**src/rtl/dmem_store_responder.sv**
```systemverilog
// dmem_store_responder: data-memory responder with a store FIFO, a word RAM, one-cycle loads and a test mailbox
module dmem_store_responder #(
  parameter int          MEM_WORDS  = 64,
  parameter int          DEPTH      = 4,
  parameter logic [31:0] MBOX_ADDR  = 32'd100,
  parameter logic [31:0] PASS_VALUE = 32'd7
) (
  input  logic                       clk,
  input  logic                       reset,
  input  logic                       MemWrite,
  input  logic                       MemRead,
  input  logic [31:0]                ALUResult,
  input  logic [31:0]                WriteData,
  output logic [31:0]                ReadData,
  output logic                       ReadValid,
  output logic                       Stall,
  output logic [$clog2(DEPTH+1)-1:0] Count,
  output logic                       Done,
  output logic                       Pass,
  output logic [31:0]                MboxData
);
  localparam int AW = $clog2(MEM_WORDS);
  localparam int PW = $clog2(DEPTH);
  localparam int CW = $clog2(DEPTH+1);
  typedef enum logic {IDLE, RESP} state_t;
  state_t          state_q, state_d;
  logic [CW-1:0]   count_q, count_d;
  logic [PW-1:0]   wr_ptr_q, wr_ptr_d, rd_ptr_q, rd_ptr_d;
  logic [31:0]     rd_data_q, rd_data_d, mbox_q, mbox_d;
  logic            done_q, done_d, pass_q, pass_d;
  logic [AW-1:0]   fifo_idx_q [DEPTH];
  logic [31:0]     fifo_dat_q [DEPTH];
  logic [31:0]     ram_q [MEM_WORDS];
  logic [AW-1:0]   idx;
  logic            full, empty, resp, push, pop, ld_acc, mbox_hit;
  // request decode: a store only waits on a full FIFO or the response cycle; a load also waits for the FIFO to drain and for any concurrent store
  always_comb begin
    idx      = ALUResult[2 +: AW];
    full     = count_q == CW'(DEPTH);
    empty    = count_q == '0;
    resp     = state_q == RESP;
    push     = MemWrite & !full & !resp;
    pop      = !empty;
    ld_acc   = MemRead & !MemWrite & empty & !resp;
    mbox_hit = push & (ALUResult == MBOX_ADDR);
    Stall    = reset & ((MemWrite & full) | (MemRead & (MemWrite | !empty)) | (resp & (MemRead | MemWrite)));
  end
  // next-state: FIFO pointers/occupancy, load response FSM, mailbox capture
  always_comb begin
    count_d   = count_q + CW'(push) - CW'(pop);
    wr_ptr_d  = push ? wr_ptr_q + 1'b1 : wr_ptr_q;
    rd_ptr_d  = pop ? rd_ptr_q + 1'b1 : rd_ptr_q;
    state_d   = ld_acc ? RESP : IDLE;
    rd_data_d = ld_acc ? ram_q[idx] : rd_data_q;
    done_d    = done_q | mbox_hit;
    pass_d    = mbox_hit ? (WriteData == PASS_VALUE) : pass_q;
    mbox_d    = mbox_hit ? WriteData : mbox_q;
  end
  // control state; reset discards queued stores by clearing the pointers
  always_ff @(posedge clk or negedge reset) begin
    if (!reset) begin
      state_q   <= IDLE;
      count_q   <= '0;
      wr_ptr_q  <= '0;
      rd_ptr_q  <= '0;
      rd_data_q <= '0;
      done_q    <= 1'b0;
      pass_q    <= 1'b0;
      mbox_q    <= '0;
    end else begin
      state_q   <= state_d;
      count_q   <= count_d;
      wr_ptr_q  <= wr_ptr_d;
      rd_ptr_q  <= rd_ptr_d;
      rd_data_q <= rd_data_d;
      done_q    <= done_d;
      pass_q    <= pass_d;
      mbox_q    <= mbox_d;
    end
  end
  // storage: FIFO slots are filled on accept, the head drains into RAM every non-empty cycle
  always_ff @(posedge clk) begin
    if (push && reset) begin
      fifo_idx_q[wr_ptr_q] <= idx;
      fifo_dat_q[wr_ptr_q] <= WriteData;
    end
    if (pop && reset) ram_q[fifo_idx_q[rd_ptr_q]] <= fifo_dat_q[rd_ptr_q];
  end
  assign ReadData  = rd_data_q;
  assign ReadValid = resp;
  assign Count     = count_q;
  assign Done      = done_q;
  assign Pass      = pass_q;
  assign MboxData  = mbox_q;
  a_no_overflow: assert property (@(posedge clk) disable iff (!reset) !(push && full));
  a_count_max:   assert property (@(posedge clk) disable iff (!reset) count_q <= CW'(DEPTH));
endmodule
```
**config.mk**
```make
export PLATFORM = sky130hd
export DESIGN_NAME = dmem_store_responder
export DESIGN_NICKNAME = d
export VERILOG_FILES = /design/src/rtl/dmem_store_responder.sv
export SDC_FILE = /design/constraint.sdc
export NUM_CORES = 2
export LEC_CHECK = 0
export ABC_AREA = 0
export BUFFER_PORTS_ARGS = -buffer_cell sky130_fd_sc_hd__buf_2
export CORE_ASPECT_RATIO = 1.4
export CORE_MARGIN = 10
export CORE_UTILIZATION = 55
export CTS_CLUSTER_DIAMETER = 30
export DETAILED_ROUTE_END_ITERATION = 8
export PLACE_DENSITY_LB_ADDON = 0.2
export SLEW_MARGIN = 15
export SYNTH_ARGS = -nofsm -noshare
export SYNTH_HDL_FRONTEND = slang
export SYNTH_SLANG_ARGS = --single-unit
```
**constraint.sdc**
```tcl
create_clock -name clk -period 6.3 [get_ports clk]
set_input_delay 0.315 -clock clk [delete_from_list [all_inputs] [get_ports clk]]
set_output_delay 0.315 -clock clk [all_outputs]
set_load 0.05 [all_outputs]
```
# Yosys cells after proc, flatten, opt, wreduce, memory -nomap -nowiden
# Memories as Yosys holds them, arrays and structs flattened. A register that Yosys moved wholly into a read port is not among the register bits.
# Index checks and enable logic that the tools add are counted.
[totals]
ff_bits = 42
ramBits = 2200
out_inout_bits = 71
memories = 3
[memory_table]
columns = ["name", "words", "width", "read_ports", "rd_ports_with_merged_regs", "wr", "line_no", "source"]
rows = [
  ["ram_q", 64, 32, 1, 1, 1, "33", "logic [31:0] ram_q [MEM_WORDS];"],
  ["fifo_dat_q", 4, 32, 1, 0, 1, "32", "logic [31:0] fifo_dat_q [DEPTH];"],
  ["fifo_idx_q", 4, 6, 1, 0, 1, "31", "logic [AW-1:0] fifo_idx_q [DEPTH];"],
]
[op_classes]
add_sub_neg = 4
eq_ne = 3
mux = 5
bitwise_logic = 15
n_reduce_logical = 8
[op_table]
columns = ["op", "n"]
rows = [
  ["32-bit by 3-bit == test with 1-bit output, second input constant", 1],
  ["32-bit by 7-bit == test with 1-bit output, second input constant", 1],
  ["1-bit bitwise AND", 10],
  ["1-bit logical NOT", 5],
  ["1-bit two-way mux", 5],
  ["1-bit bitwise OR", 5],
  ["2-bit by 1-bit adder with 2-bit output, second input constant", 2],
  ["3-bit by 1-bit adder with 3-bit output", 1],
  ["3-bit == test, second input constant", 1],
  ["3-bit logical NOT", 1],
  ["3-bit by 1-bit subtractor with 3-bit output", 1],
  ["1-bit logical AND", 2],
]

# Logic depth before layout (Yosys ltp)
[depth]
ltp_word = 7
ltp_mapped = 12
mapped_depth_nobuf = 11

# Worst setup path after synthesis
# Ideal clock, no wire load.
[synth_timing]
path_kind = "reg2reg"
startpoint = "reg count_q[1], in the netlist Count[1]"
endpoint = "mem ram_q[28][0], enable pin"
setup_ns = 0.468
arrival_ns = 4.046
t_required_ns = 5.832
path_slack_ns = 1.786
path_stages_with_launch = 7
path_buffers = 1
synth_period_minus_slack_ns = 4.514
path_cell_list = "dfrtp_1 > nor3_1 > inv_1 > and2_1 > clkbuf_1 > nand3_1 > nor3b_1"
[synth_via]
elab_chain_cells = 5
[synth_rtl]
columns = ["element", "line_no", "source"]
rows = [
  ["start: declaration", "27", "logic [CW-1:0] count_q, count_d;"],
  ["start signal: assignment", "72", "count_q <= count_d;"],
  ["3-bit logical NOT", "40", "empty = count_q == '0;"],
  ["1-bit logical NOT", "43", "pop = !empty;"],
  ["named net pop", "35", "logic full, empty, resp, push, pop, ld_acc, mbox_hit;"],
  ["1-bit logical AND", "87", "if (pop && reset) ram_q[fifo_idx_q[rd_ptr_q]] <= fifo_dat_q[rd_ptr_q];"],
  ["1-bit two-way mux", "87", ""],
  ["1-bit two-way mux (implied by the code)", "87", ""],
  ["end: declaration", "33", ""],
]
# The timed path passes the listed nets, and every way through them passes these cells.

# Worst setup path after layout
[layout_timing]
startpoint = "reg rd_ptr_q[1]"
endpoint = "mem ram_q[55][3], enable pin"
[layout_via]
elab_chain_cells = 1
[layout_rtl]
columns = ["element", "line_no", "source"]
rows = [
  ["start: declaration", "28", "logic [PW-1:0] wr_ptr_q, wr_ptr_d, rd_ptr_q, rd_ptr_d;"],
  ["start signal: assignment", "74", "rd_ptr_q <= rd_ptr_d;"],
  ["memory 4 x 6 bit", "-", ""],
]
# No other way between the ends.

==> impl_metrics.json <==
{
  "ys_warn_count": 0,
  "holdPathStages": 3,
  "p_switching_mw": 12.4,
  "drt-initial-drc-count": 5505,
  "path_max_fanout": 32,
  "place_congestion": 0.869,
  "syn_avg_cell_area_um2": 22.0,
  "clk-insertion-delay-late_ns": 0.94,
  "grt-ovfl-total": 0,
  "grt_pass1_wl_mm": 331,
  "core_area_um2": 157000,
  "arrival_ns": 4.62,
  "slowest_stage": "nor2_4",
  "hold_class": "in2reg",
  "setup_viol": 0,
  "rsz0062_at_grt": "false",
  "ys_ff_latch": 2274,
  "power_density_nw_per_um2": 442,
  "multi_input_area_um2": 18200,
  "reg2reg_setup_slack_ns": 2.19,
  "cts.clk_slew.worst_paths_ns": 0.05,
  "ys.flop_type": "edfxtp_1",
  "ys_async_sr_fraction": 0.0325,
  "cap_violations": 0,
  "worstSetupPathType": "reg2reg",
  "ys_types": 58,
  "rr_startpoint": "rd_ptr_q[1]",
  "holdBufCountCts": 41,
  "cts.repair.resized": 0,
  "post-route-drc-count": 0,
  "post-route-period-util": 0.652,
  "grt.total_usage": 0.267,
  "detailed_place_hpwl_mm": 136,
  "dr_total_vias": 43900,
  "vias_per_cell": 6.52,
  "syn_area_um2": 86800,
  "ff2ff_path_depth": 4,
  "tightest_slew_ns": 1.25,
  "wirelength_mm": 232,
  "holdCritStartpoint": "MemRead",
  "antenna_found_initial": 13,
  "initial_core_util": 0.553,
  "hold_end": "ReadData[27]",
  "synth_top_area_cell": "edfxtp_1",
  "die_area_um2": 174000,
  "rows": 172,
  "intPower_mw": 32.8,
  "cpPeakStageDelay_ns": 1.19,
  "synth_edf_count": 2200,
  "port_buffers": 138,
  "leakage_nw": 33.4,
  "post-route-min-period_ns": 4.11,
  "synth-seq-area-share": 0.782,
  "clockRootBuffer": "clkbuf_16",
  "drv_slew": 0,
  "ios": 139,
  "tritoncts": "done",
  "die_y_um": 490,
  "ff_latch_area_um2": 67900,
  "synth.top_cells.by_area": "edfxtp_1 (76%), mux4_2 (12%), dfrtp_1 (2.1%), mux2i_1 (1.9%), mux2_2 (1.6%)",
  "htree_num_levels": 5,
  "grt_pass1_vias": 44500,
  "max_freq_ghz": 0.243,
  "crit_required_ns": 6.81,
  "synthesis.nets": 4024,
  "cp-start-kind": "register",
  "path_cells": "mux2_2 -> o21ai_0 -> nand3_1 -> nor2_4",
  "seqPwrFrac": 0.449,
  "wl_per_cell_um": 34.4,
  "final_nets": 4460,
  "syn_inst": 3949,
  "grt_start_max_net_pins": 83,
  "tns_ns": 0,
  "p_sw_frac": 0.274,
  "worstReg2RegEnd": "ram_q[55][3]",
  "route.antenna.remaining_nets": 0,
  "cts_buffer_depth": 4,
  "fill_cells": 10100,
  "status": "finished, final reports clean",
  "relSlewSlack": 0.169,
  "clock_sinks": 2274,
  "first_pass_iters": 5,
  "hold_viol_final": 0,
  "p_comb_frac": 0.143,
  "skew_ns": 0.0667,
  "synth_top_cell_area_share": 0.761,
  "clkPwrFrac": 0.408,
  "critPathCaptureType": "register",
  "numCtsBuffers": 332,
  "area_delta_synth_final_pct": 17.8,
  "die_w_um": 356,
  "drive_above_1_share": 0.317,
  "peakVddDrop_mv": 0.445,
  "report.power.total_mw": 45.2,
  "cts_post_setup_buffers_inserted": 0
}
## through the flow
stage / cell area (µm²) / hold slack [ns] / setup slack [ns] / util / instances
after floorplan: 86800 / 0.0194 / 1.79 / - / 3949
after global placement: 90600 / 0.345 / 2.42 / 0.577 / 6091
after detailed placement: 90700 / 0.348 / 2.34 / 0.578 / 6095
after CTS: 102000 / 0.136 / 2.33 / 0.652 / 6725
after global routing: 102000 / 0.189 / 2.07 / 0.652 / 6730
final: 102000 / 0.196 / 2.19 / 0.652 / 6735
## cells in the final DEF, fill, tap and decap left out, drive strengths merged, types with 14 or more instances in the layout
cell,n
edfxtp,2200
a22oi,75
mux4,462
nand3,47
dfrtp,74
nand2,84
clkbuf,370
a221oi,34
buf,267
mux2i,169
nor2,99
o21ai,35
clkinvlp,27
bufinv,43
a211oi,17
inv,55
nor2b,19
mux2,126
clkinv,105
nor3,32
a21oi,23
nor4,17
nand2b,14
dlygate4sd3,40
a31oi,14
o22ai,89
## final cells by class
cell class	instances	area share
flip-flops and latches	2274	0.664
diodes	7	0.000171
repair buffers	308	0.0230
multi-input cells	1459	0.178
clock inverters	220	0.0247
inverters	10	0.000367
well taps	2088	0.0255
clock buffers	369	0.0842
## state kept, by name, indices dropped and copies added (netlist names)
register	cells
fifo_dat_q	128
ReadData	32
wr_ptr_q	2
Count	3
ram_q	2048
rd_ptr_q	2
Pass	1
fifo_idx_q	24
MboxData	32
ReadValid	1
Done	1
## synthesized netlist by cell type (6+ instances only)
master and number:
clkbuf_1 77, a221oi_1 34, mux2i_1 169, buf_1 14, inv_1 9, nand2_1 84, nor2b_1 19, dfrtp_1 74
mux2_2 124, a22oi_1 75, o21ai_0 35, buf_6 24, ha_1 6, or2_2 8, nand3_1 47, and3_1 6
nor4_1 17, mux4_2 462, a211oi_1 17, a22o_1 6, edfxtp_1 2200, o22ai_1 89, o221ai_1 6, nor2_1 99
or3_1 12, o31ai_1 6, nor3_1 30, a31oi_1 14, buf_4 29, nand2b_1 14, buf_2 58, a21oi_1 23
## cells by family after synthesis
group,share of synthesized area
flip-flops,0.782
multiplexers,0.156
AND/OR/NAND/NOR,0.0199
AO/OA/AOI/OAI,0.0265
buffers and inverters,0.0140
adder cells (fa/ha/maj),0.00110
XOR/XNOR,0.000504
## routing by layer
layer	track usage	wire, µm
met1	0.354	84700
met2	0.426	115000
met3	0.0599	21900
met4	0.112	10300
met5	0	41
## worst max path at each step
stage / startpoint / end / slack [ns]
finish: rd_ptr_q[1] / ram_q[55][3] / 2.19
global route: rd_ptr_q[1] / ram_q[32][26] / 2.07
CTS: rd_ptr_q[1] / ram_q[36][20] / 2.33
detailed placement: rd_ptr_q[0] / ram_q[11][4] / 2.34
global placement: rd_ptr_q[1] / ram_q[53][11] / 2.42
floorplan: Count[1] / ram_q[28][0] / 1.79
## power by group through the flow
stage / Sequential, mW / Clock [mW] / Combinational, mW
floorplan: 20.7 / 0 / 2.90
global placement: 20.5 / 0 / 6.32
detailed placement: 20.6 / 0 / 6.51
CTS: 20.3 / 18.5 / 6.54
global route: 20.4 / 19.2 / 6.81
finish: 20.3 / 18.4 / 6.45
## worst max-delay path, delay by kind of cell, from the launching register on
family	cells	cell delay [ns]
flip-flops	1	0.50
AND/OR/NAND/NOR	2	2.03
multiplexers	1	0.37
AO/OA/AOI/OAI	1	0.79
(Power assumes the default switching activity.)
